`src/rtl/mmio_tx_pkg.sv`:
```
// Shared constants for the MMIO transmit FIFO: register word offsets
// (relative to the window base) and STATUS bit positions.
package mmio_tx_pkg;

  localparam int unsigned TXDATA_OFS = 0;
  localparam int unsigned STATUS_OFS = 1;
  localparam int unsigned OVFCNT_OFS = 2;

  localparam int unsigned ST_EMPTY_BIT = 0;
  localparam int unsigned ST_FULL_BIT  = 1;
  localparam int unsigned ST_OVF_BIT   = 2;
  localparam int unsigned ST_COUNT_LSB = 8;
  localparam int unsigned ST_COUNT_W   = 8;

  localparam int unsigned OVFCNT_W = 16;

endpackage

```
`src/rtl/sync_fifo.sv`:
```
// Circular-buffer FIFO with simultaneous push/pop.
// Ports: clk, resetn (async active-low), push/push_data, pop,
//        head_data (0 when empty), count, full, empty.
// A push into a full FIFO is taken only if a pop happens in the same cycle.
module sync_fifo #(
  parameter int unsigned WIDTH = 8,
  parameter int unsigned DEPTH = 8
) (
  input  logic                     clk,
  input  logic                     resetn,
  input  logic                     push,
  input  logic [WIDTH-1:0]         push_data,
  input  logic                     pop,
  output logic [WIDTH-1:0]         head_data,
  output logic [$clog2(DEPTH):0]   count,
  output logic                     full,
  output logic                     empty
);

  localparam int unsigned AW = $clog2(DEPTH);
  localparam int unsigned CW = AW + 1;

  logic [WIDTH-1:0] mem [DEPTH];
  logic [AW-1:0]    wr_ptr;
  logic [AW-1:0]    rd_ptr;
  logic             push_ok;
  logic             pop_ok;

  assign empty   = (count == '0);
  assign full    = (count == CW'(DEPTH));
  assign pop_ok  = pop && !empty;
  assign push_ok = push && (!full || pop_ok);

  // Head is forced to zero when empty so stale storage never leaks out.
  assign head_data = empty ? '0 : mem[rd_ptr];

  // Pointer and occupancy state; pointers wrap naturally (DEPTH is 2^n).
  always_ff @(posedge clk or negedge resetn) begin
    if (!resetn) begin
      wr_ptr <= '0;
      rd_ptr <= '0;
      count  <= '0;
    end else begin
      if (push_ok) wr_ptr <= wr_ptr + AW'(1);
      if (pop_ok)  rd_ptr <= rd_ptr + AW'(1);
      case ({push_ok, pop_ok})
        2'b10:   count <= count + CW'(1);
        2'b01:   count <= count - CW'(1);
        default: count <= count;
      endcase
    end
  end

  // Storage array; data path only, no reset needed.
  always_ff @(posedge clk) begin
    if (push_ok) mem[wr_ptr] <= push_data;
  end

endmodule

```
`src/rtl/mmio_tx_fifo.sv`:
```
// Memory-mapped byte transmit FIFO with a 3-word register window.
// Ports: clk, resetn (async active-low); core bus address/wdata/we with
//        combinational rdata/hit; byte sink tx_valid/tx_data/tx_ready.
// Registers: +0 TXDATA (write pushes), +4 STATUS, +8 OVFCNT.
// Optional feature macro: MMIO_TX_OVFCNT_EN adds a 16-bit saturating
// dropped-push counter at +8; without it +8 reads 0.
module mmio_tx_fifo
  import mmio_tx_pkg::*;
#(
  parameter int unsigned DEPTH     = 8,
  parameter logic [31:0] BASE_ADDR = 32'hFF0
) (
  input  logic        clk,
  input  logic        resetn,
  input  logic [31:0] address,
  input  logic [31:0] wdata,
  input  logic        we,
  output logic [31:0] rdata,
  output logic        hit,
  output logic        tx_valid,
  output logic [7:0]  tx_data,
  input  logic        tx_ready
);

  localparam int unsigned CW = $clog2(DEPTH) + 1;
  localparam logic [29:0] BASE_WORD = BASE_ADDR[31:2];

  logic [29:0]   word;
  logic [29:0]   diff;
  logic [1:0]    ofs;
  logic          push_req;
  logic          drop;
  logic          ovf_clr;
  logic          overflow;
  logic          full;
  logic          empty;
  logic [CW-1:0] count;
  logic [31:0]   status;
  logic [31:0]   ovfcnt_rd;
  logic          unused_bits;

  // Window decode on word address; byte offset bits are don't-care.
  assign word = address[31:2];
  assign diff = word - BASE_WORD;
  assign hit  = (word >= BASE_WORD) && (diff <= 30'd2);
  assign ofs  = diff[1:0];

  assign push_req = we && hit && (ofs == 2'(TXDATA_OFS));
  assign ovf_clr  = we && hit && (ofs == 2'(STATUS_OFS)) && wdata[ST_OVF_BIT];
  // Full FIFO is never empty, so tx_ready alone decides whether a pop frees a slot.
  assign drop     = push_req && full && !tx_ready;

  assign unused_bits = ^{wdata[31:8], address[1:0]};

  sync_fifo #(
    .WIDTH (8),
    .DEPTH (DEPTH)
  ) u_fifo (
    .clk       (clk),
    .resetn    (resetn),
    .push      (push_req),
    .push_data (wdata[7:0]),
    .pop       (tx_ready),
    .head_data (tx_data),
    .count     (count),
    .full      (full),
    .empty     (empty)
  );

  assign tx_valid = !empty;

  // Sticky overflow flag; set and clear are on different addresses.
  always_ff @(posedge clk or negedge resetn) begin
    if (!resetn) begin
      overflow <= 1'b0;
    end else if (drop) begin
      overflow <= 1'b1;
    end else if (ovf_clr) begin
      overflow <= 1'b0;
    end
  end

`ifdef MMIO_TX_OVFCNT_EN
  logic [OVFCNT_W-1:0] ovf_cnt;
  logic                cnt_clr;

  assign cnt_clr = we && hit && (ofs == 2'(OVFCNT_OFS));

  // Saturating count of dropped pushes.
  always_ff @(posedge clk or negedge resetn) begin
    if (!resetn) begin
      ovf_cnt <= '0;
    end else if (cnt_clr) begin
      ovf_cnt <= '0;
    end else if (drop && (ovf_cnt != '1)) begin
      ovf_cnt <= ovf_cnt + OVFCNT_W'(1);
    end
  end

  assign ovfcnt_rd = 32'(ovf_cnt);
`else
  assign ovfcnt_rd = '0;
`endif

  // STATUS word assembly.
  always_comb begin
    status                               = '0;
    status[ST_EMPTY_BIT]                 = empty;
    status[ST_FULL_BIT]                  = full;
    status[ST_OVF_BIT]                   = overflow;
    status[ST_COUNT_LSB +: ST_COUNT_W]   = ST_COUNT_W'(count);
  end

  // Register read mux; misses and TXDATA read as zero.
  always_comb begin
    rdata = '0;
    if (hit) begin
      case (ofs)
        2'(STATUS_OFS): rdata = status;
        2'(OVFCNT_OFS): rdata = ovfcnt_rd;
        default:        rdata = '0;
      endcase
    end
  end

endmodule

```
`config.mk`:
```
export PLATFORM = sky130hd
export DESIGN_NAME = mmio_tx_fifo
export DESIGN_NICKNAME = d
export VERILOG_FILES = /design/src/rtl/mmio_tx_pkg.sv /design/src/rtl/sync_fifo.sv /design/src/rtl/mmio_tx_fifo.sv
export SDC_FILE = /design/constraint.sdc
export NUM_CORES = 1
export LEC_CHECK = 0
export ABC_AREA = 0
export CORE_MARGIN = 4
export CORE_UTILIZATION = 43
export DETAILED_ROUTE_END_ITERATION = 16
export GPL_ROUTABILITY_DRIVEN = 0
export MAX_ROUTING_LAYER = met4
export PLACE_DENSITY = 0.77
export SYNTH_ARGS = -nofsm -noshare
export SYNTH_HDL_FRONTEND = slang
export SYNTH_HIERARCHICAL = 1
export SYNTH_SLANG_ARGS = --single-unit
```
`constraint.sdc`:
```
create_clock -name clk -period 2.05 [get_ports clk]
set_input_delay 0.41 -clock clk [delete_from_list [all_inputs] [get_ports clk]]
set_output_delay 0.41 -clock clk [all_outputs]
set_load 0.02 [all_outputs]
```
Word-level counts from Yosys, hierarchy flattened
Memories as Yosys holds them, arrays and structs flattened. Cells that the tools add are included. W data, S select, Z words.

Bits in registers: 11. Memory bits (writable): 64. Input bits: 68. Output and inout port bits: 42. Logic and storage cells: 41. Memories kept: 1.

Add/subtract/negate cells: 5. Magnitude comparators: 2. Equality and inequality tests: 4. Mux-type cells: 8. Reduce and logical (&&, ||, !) cells: 17.

Memories: u_fifo.mem (depth 8, bits a word 8, read ports 1, clocked after memory_dff 0, wr ports 1, line sync_fifo.sv:23) `logic [WIDTH-1:0] mem [DEPTH];`.

Operators by type and width (number): $ge A30 B10 Y1 const B (1); $le A30 B2 Y1 const B (1); $sub A30 B10 Y30 const B (1); $mux W12 (2); $logic_and A1 B1 Y1 (9); $mux W8 (1); $pmux W4 S2 (1); $add A3 B1 Y3 const B (2); $add A4 B1 Y4 const B (1); $eq A2 B1 Y1 const B (2); $eq A4 B4 Y1 const B (1); $logic_not A4 Y1 (1); $mux W1 (4); $reduce_bool A2 Y1 (2); $sub A4 B1 Y4 const B (1); $logic_not A1 Y1 (3); $eq A2 B2 Y1 const B (1); $logic_not A2 Y1 (1); $logic_or A1 B1 Y1 (1).

Longest topological paths before layout
Depth after elaboration: 8. Mapped depth: 13. Depth with buffers taken out: 12.

Cells and area by module
Netlist, hierarchy kept.

Modules (own cells, without submodules): sync_fifo (times used 1, cells each 186, area each 3169.3 sq um, sequential area each 2172.1 sq um); mmio_tx_fifo (times used 1, cells each 56, area each 459.2 sq um, sequential area each 25.0 sq um).

Worst setup path before layout
Ideal clock, no wire load.

Kind: input-to-reg. From: in address[18]. To: mem u_fifo.mem[0][0], enable pin. Setup time: 383 ps. Arrival: 2835 ps. Required time: 1667 ps. Setup slack: -1168 ps. Cell stages on the path: 9. Path buffers: 1. Path through: nor4b_2 -> nand4_2 -> or4_4 -> nor2_1 -> buf_2 -> inv_1 -> a31oi_1 -> nand2b_1 -> nor3_1.

Word-level cells in the longest chain between the ends: 8. Elaborated cells on any way between the ends: 9. Those cells by class: add/sub: 1; order compare: 2; mux: 2; reduce/logical: 4.

Ends and longest elaborated chain: from (decl) (line mmio_tx_fifo.sv:15) `input logic [31:0] address,`; $sub A30 B10 Y30 (line mmio_tx_fifo.sv:44) `assign diff = word - BASE_WORD;`; $le A30 B2 Y1 (line mmio_tx_fifo.sv:45) `assign hit = (word >= BASE_WORD) && (diff <= 30'd2);`; $logic_and A1 B1 Y1 (*) (line mmio_tx_fifo.sv:45); $logic_and A1 B1 Y1 (*) (2 in a row) (line mmio_tx_fifo.sv:48) `assign push_req = we && hit && (ofs == 2'(TXDATA_OFS));`; named net push_req (line mmio_tx_fifo.sv:31) `logic push_req;`; $logic_and A1 B1 Y1 (*) (line sync_fifo.sv:32) `assign push_ok = push && (!full || pop_ok);`; $mux W1 (*) (line sync_fifo.sv:56) `if (push_ok) mem[wr_ptr] <= push_data;`; $mux W1 (not written as such) (*) (line sync_fifo.sv:56); to (decl) (line sync_fifo.sv:23).

Mark *: on every way through the listed nets, which the timed path passes. The rest lies on a longest branch.

Final worst setup path
From: in address[28]. To: reg u_fifo.count[2].

Word-level cells in the longest chain between the ends: 8. Elaborated cells on any way between the ends: 11. Those cells by class: add/sub: 1; order compare: 2; eq/ne: 2; mux: 1; reduce/logical: 5.

Ends and longest elaborated chain: $sub A30 B10 Y30 (line mmio_tx_fifo.sv:44); $le A30 B2 Y1 (line mmio_tx_fifo.sv:45); $logic_and A1 B1 Y1 (*) (line mmio_tx_fifo.sv:45); $logic_and A1 B1 Y1 (*) (2 in a row) (line mmio_tx_fifo.sv:48); named net push_req (line mmio_tx_fifo.sv:31); $logic_and A1 B1 Y1 (*) (line sync_fifo.sv:32); $eq A2 B1 Y1 / $eq A2 B2 Y1 (equally long branches) (line sync_fifo.sv:46) `case ({push_ok, pop_ok})`; $pmux W4 S2 / $reduce_bool A2 Y1 (equally long branches); to (signal assigned) (line sync_fifo.sv:47) `2'b10: count <= count + CW'(1);`; to (signal assigned) (line sync_fifo.sv:48) `2'b01: count <= count - CW'(1);`; to (signal assigned) (line sync_fifo.sv:49) `default: count <= count;`; to (decl) (line sync_fifo.sv:15) `output logic [$clog2(DEPTH):0] count,`.

Marked as above. A chain may end at the register's enable or synchronous reset.

==> impl_results.md <==
- Outcome: finished, violations left
- Violated checks: negative setup slack
- Routed WL: 7370 um
- FF/Latch Area: 2200 sq um
- R2R setup slack: -240 ps
- # DRC: 0
- Max_slew headroom: 58.2%
- Pre-antenna DRT Iters: 4
- Tot GR Track Use: 16.1%
- Port buffer count: 58
- Cell Rows: 33
- Max VDD drop: 0.562 mV
- Max-cap viol count: 0
- Post-synthesis xor/xnor area fraction: 0.966%
- Post-synth top flop: edfxtp_1
- Pins over their slew limit: 0
- Mux contribution to synthesized area: 13.3%
- Initial antenna violation count: 0
- # IOs: 110
- Synth Instances: 242
- Combinational Power Share: 46.6%
- Yosys reg bits: 75
- Sequential element share of the synthesized area: 60.6%
- Final WS setup: -426 ps
- Worst EP arrival: 2700 ps
- Post-synth EDFFs: 64
- Ranking of synthesized cells by area: edfxtp_1 53%, mux4_2 9.9%, dfrtp_1 7.6%, buf_4 5.6%, mux2i_1 3.0%
- Post-route ant nets: 0
- WL/cell: 15.9 um
- LEAKAGE: 1.96 nW
- Sw Pwr: 1.74 mW
- CP Data Required Time: 2280 ps
- N_diodes: 0
- Die width: 99.9 um
- Via Count: 2316
- Post-DP HPWL: 5240 um
- Hold_ws: 434 ps
- Worst-margin pin slew: 627 ps
- Reg2reg end: u_fifo/count[2]
- Buffer levels on the longest clock path: 2
- Synth top area share: 53.0%
- Vias/cell: 5.00
- FFs w/ async S/R, synth: 14.7%
- Final Skew: 7.26 ps
- Layout Nets: 427
- Largest family of logic cells by synthesized area: multiplexers
- Layout Cells excl Fill: 463
- Period utilisation layout: 121%
- Worst r2r src: u_fifo/count[3]
- Met2 Wirelength: 3560 um
- Post-route setup TNS: -19310 ps
- Area occupied by multi-input gates: 1450 sq um
- Initial Utilization: 44.2%
- Sw Share: 33.7%
- Post-placement cell count: 433
- Hold_buf cts: 0
- Remaining Overflow, GRT: 0
- Crit path time final: 2480 ps
- Slowest cell on the critical path: or4_4
- Num CTS Buffers: 9
- DIE AREA: 9970 sq um
- Internal power: 3.42 mW
- CTS sink cnt: 75
- Max Clk Rate: 404 MHz
- Crit-path max cell delay: 520 ps
- Number of global-route vias before repair: 2453
- CP endpoint kind: flop
- Root Driver: clkbuf_8
- Cell taking the most area after synthesis: edfxtp_1
- Largest net degree at the start of global routing: 19
- CP Max Fanout: 3
- Post-Syn Area per Cell: 15.0 sq um
- Synth Cell Area: 3630 sq um
- Wire length on met1: 3090 um
- RSZ-0062 raised after global routing: true
- Synth cell types: 47
- Fillers: 619
- Yosys Warn Count: 6
- Setup-failing EPs final: 83
- CTS H-Tree Depth: 3
- Starting DRT DRC Count: 114
- Worst setup startpoint: address[28]
- Post-synthesis adder-cell area fraction: 1.93%
- Crit-path cells: buf_6 -> or4_4 -> or4_4 -> nor2_4 -> inv_4 -> nand3_4 -> inv_4 -> ha_4 -> xnor2_4 -> a31oi_1 -> o22ai_1 -> a21o_1
- Hold Path Class: in2async
- Reg power frac: 35.5%
- Fin. Hold Viols: 0
- Worst skew pair latency: 330 ps
- Simple-Gate Fraction of Synth Area: 11.8%
- Top Metal Used: met4
- Pwr Density: 1030 nW/um^2
- CP Class: in2reg
- Compound-Gate Fraction of Synth Area: 3.45%
- Routed wl met3: 487 um
- Area growth from synthesis to layout: 37.8%
- R2r worst-path depth: 9
- DIE HEIGHT: 99.9 um
- Worst Setup EP: u_fifo/count[2]
- TritonCTS clock tree: built
- First-pass GRT wire length: 11800 um
- Clock slew at reported path FFs: 70 ps
- Share of layout cells above drive strength 1: 46.1%
- Clock power share: 17.9%
- Startpoint Class: input pin
- CORE AREA: 8220 sq um
-- cell families (layout without fill, tap and decap cells) --
logic type,after synthesis,in the layout
flip-flops,75,75
AND/OR/NAND/NOR,69,69
buffers and inverters,43,135
multiplexers,28,28
AO/OA/AOI/OAI,17,17
adder cells (fa/ha/maj),5,5
XOR/XNOR,4,4
other,1,25
-- sequential cells by signal, indices dropped and copies added, names as in the netlist --
| name | cells |
|---|---|
| u_fifo/count | 4 |
| u_fifo/wr_ptr | 3 |
| u_fifo/rd_ptr | 3 |
| u_fifo/mem | 64 |
| overflow | 1 |
-- per-stage QoR --
step                power, mW  utilization (%)  area (sq um)  setup slack, ps
global placement         4.06             56.7          4660            -1190
finish                   5.16             60.9          5000             -426
CTS                      5.06             59.8          4910             -382
global route             5.47             60.9          5000             -476
detailed placement       4.10             56.7          4660            -1280
floorplan                3.28                -          3840             -760
-- power groups by stage --
| stage | registers [mW] | clock network (mW) | logic, mW |
|---|---|---|---|
| 2_1_floorplan | 1.82 | 0 | 1.46 |
| 3_3_place_gp | 1.87 | 0 | 2.19 |
| 3_5_place_dp | 1.88 | 0 | 2.23 |
| 4_1_cts | 1.83 | 0.951 | 2.28 |
| 5_1_grt | 1.84 | 1.03 | 2.60 |
| 6_report | 1.83 | 0.923 | 2.40 |
-- layout by cell type, fill, tap and decap left out, drive strengths merged, types with 2 or more instances in the layout --
cell type      count
o21ai              2
nor4               3
and2               7
o22ai              2
clkbuf            13
ha                 4
mux4              16
nor4b              2
nand3              4
or3                2
conb              25
clkinv             6
dfrtp             11
inv                8
edfxtp            64
mux2i             11
nor3               7
clkdlybuf4s50     11
dlygate4sd2        6
nand2             12
or4                3
nand2b             7
a31oi              3
a21o               2
nor2              17
a21oi              3
xnor2              4
buf               87
clkdlybuf4s15      3
-- worst max-delay path, delay by kind of cell --
kind | cells | cell delay, ps
AO/OA/AOI/OAI | 3 | 470
XOR/XNOR | 1 | 140
adder cells (fa/ha/maj) | 1 | 270
buffers and inverters | 3 | 200
AND/OR/NAND/NOR | 4 | 1210
-- synth_stat cells, types with 2 or more instances --
cell,n
a21o_1,2
a21oi_1,3
a31oi_1,2
and2_1,7
buf_2,2
buf_4,27
buf_6,3
dfrtp_1,11
edfxtp_1,64
ha_1,4
inv_1,8
mux2i_1,11
mux4_2,16
nand2_1,12
nand2b_1,7
nand3_1,3
nor2_1,17
nor3_1,7
o22ai_1,2
or3_1,2
or4_4,3
xnor2_1,4
-- metal layers --
metal,vias up,global-route usage [%]
met4,0,7.14
li1,1087,-
met5,-,-
met1,1109,19.3
met3,19,3.82
met2,101,25.9
-- cell type report --
type / count / share of cell area [%]
clock buffers: 9 / 2.48
well taps: 105 / 2.63
clock inverters: 6 / 0.676
multi-input cells: 148 / 29.0
flip-flops and latches: 75 / 43.9
inverters: 9 / 0.876
repair buffers: 111 / 20.4
-- worst min path at each step --
stage / to / slack, ps / from / cells past startpoint
floorplan: overflow / 110 / resetn / 0
global placement: overflow / 530 / overflow / 2
detailed placement: overflow / 540 / overflow / 2
CTS: u_fifo/count[0] / 430 / resetn / 1
global route: u_fifo/wr_ptr[0] / 460 / resetn / 1
finish: u_fifo/count[0] / 430 / resetn / 1
-- repair_timing --
| action | 4_1_cts | 5_1_grt |
|---|---|---|
| setup endpoints to repair | 88 | 84 |
| gates cloned | 0 | 0 |
| pin swaps | 25 | 11 |
| endpoints found under the hold margin | 0 | 0 |
| buffers inserted | 11 | 4 |
| gates resized for setup | 190 | 27 |
(Power assumes the default switching activity.)
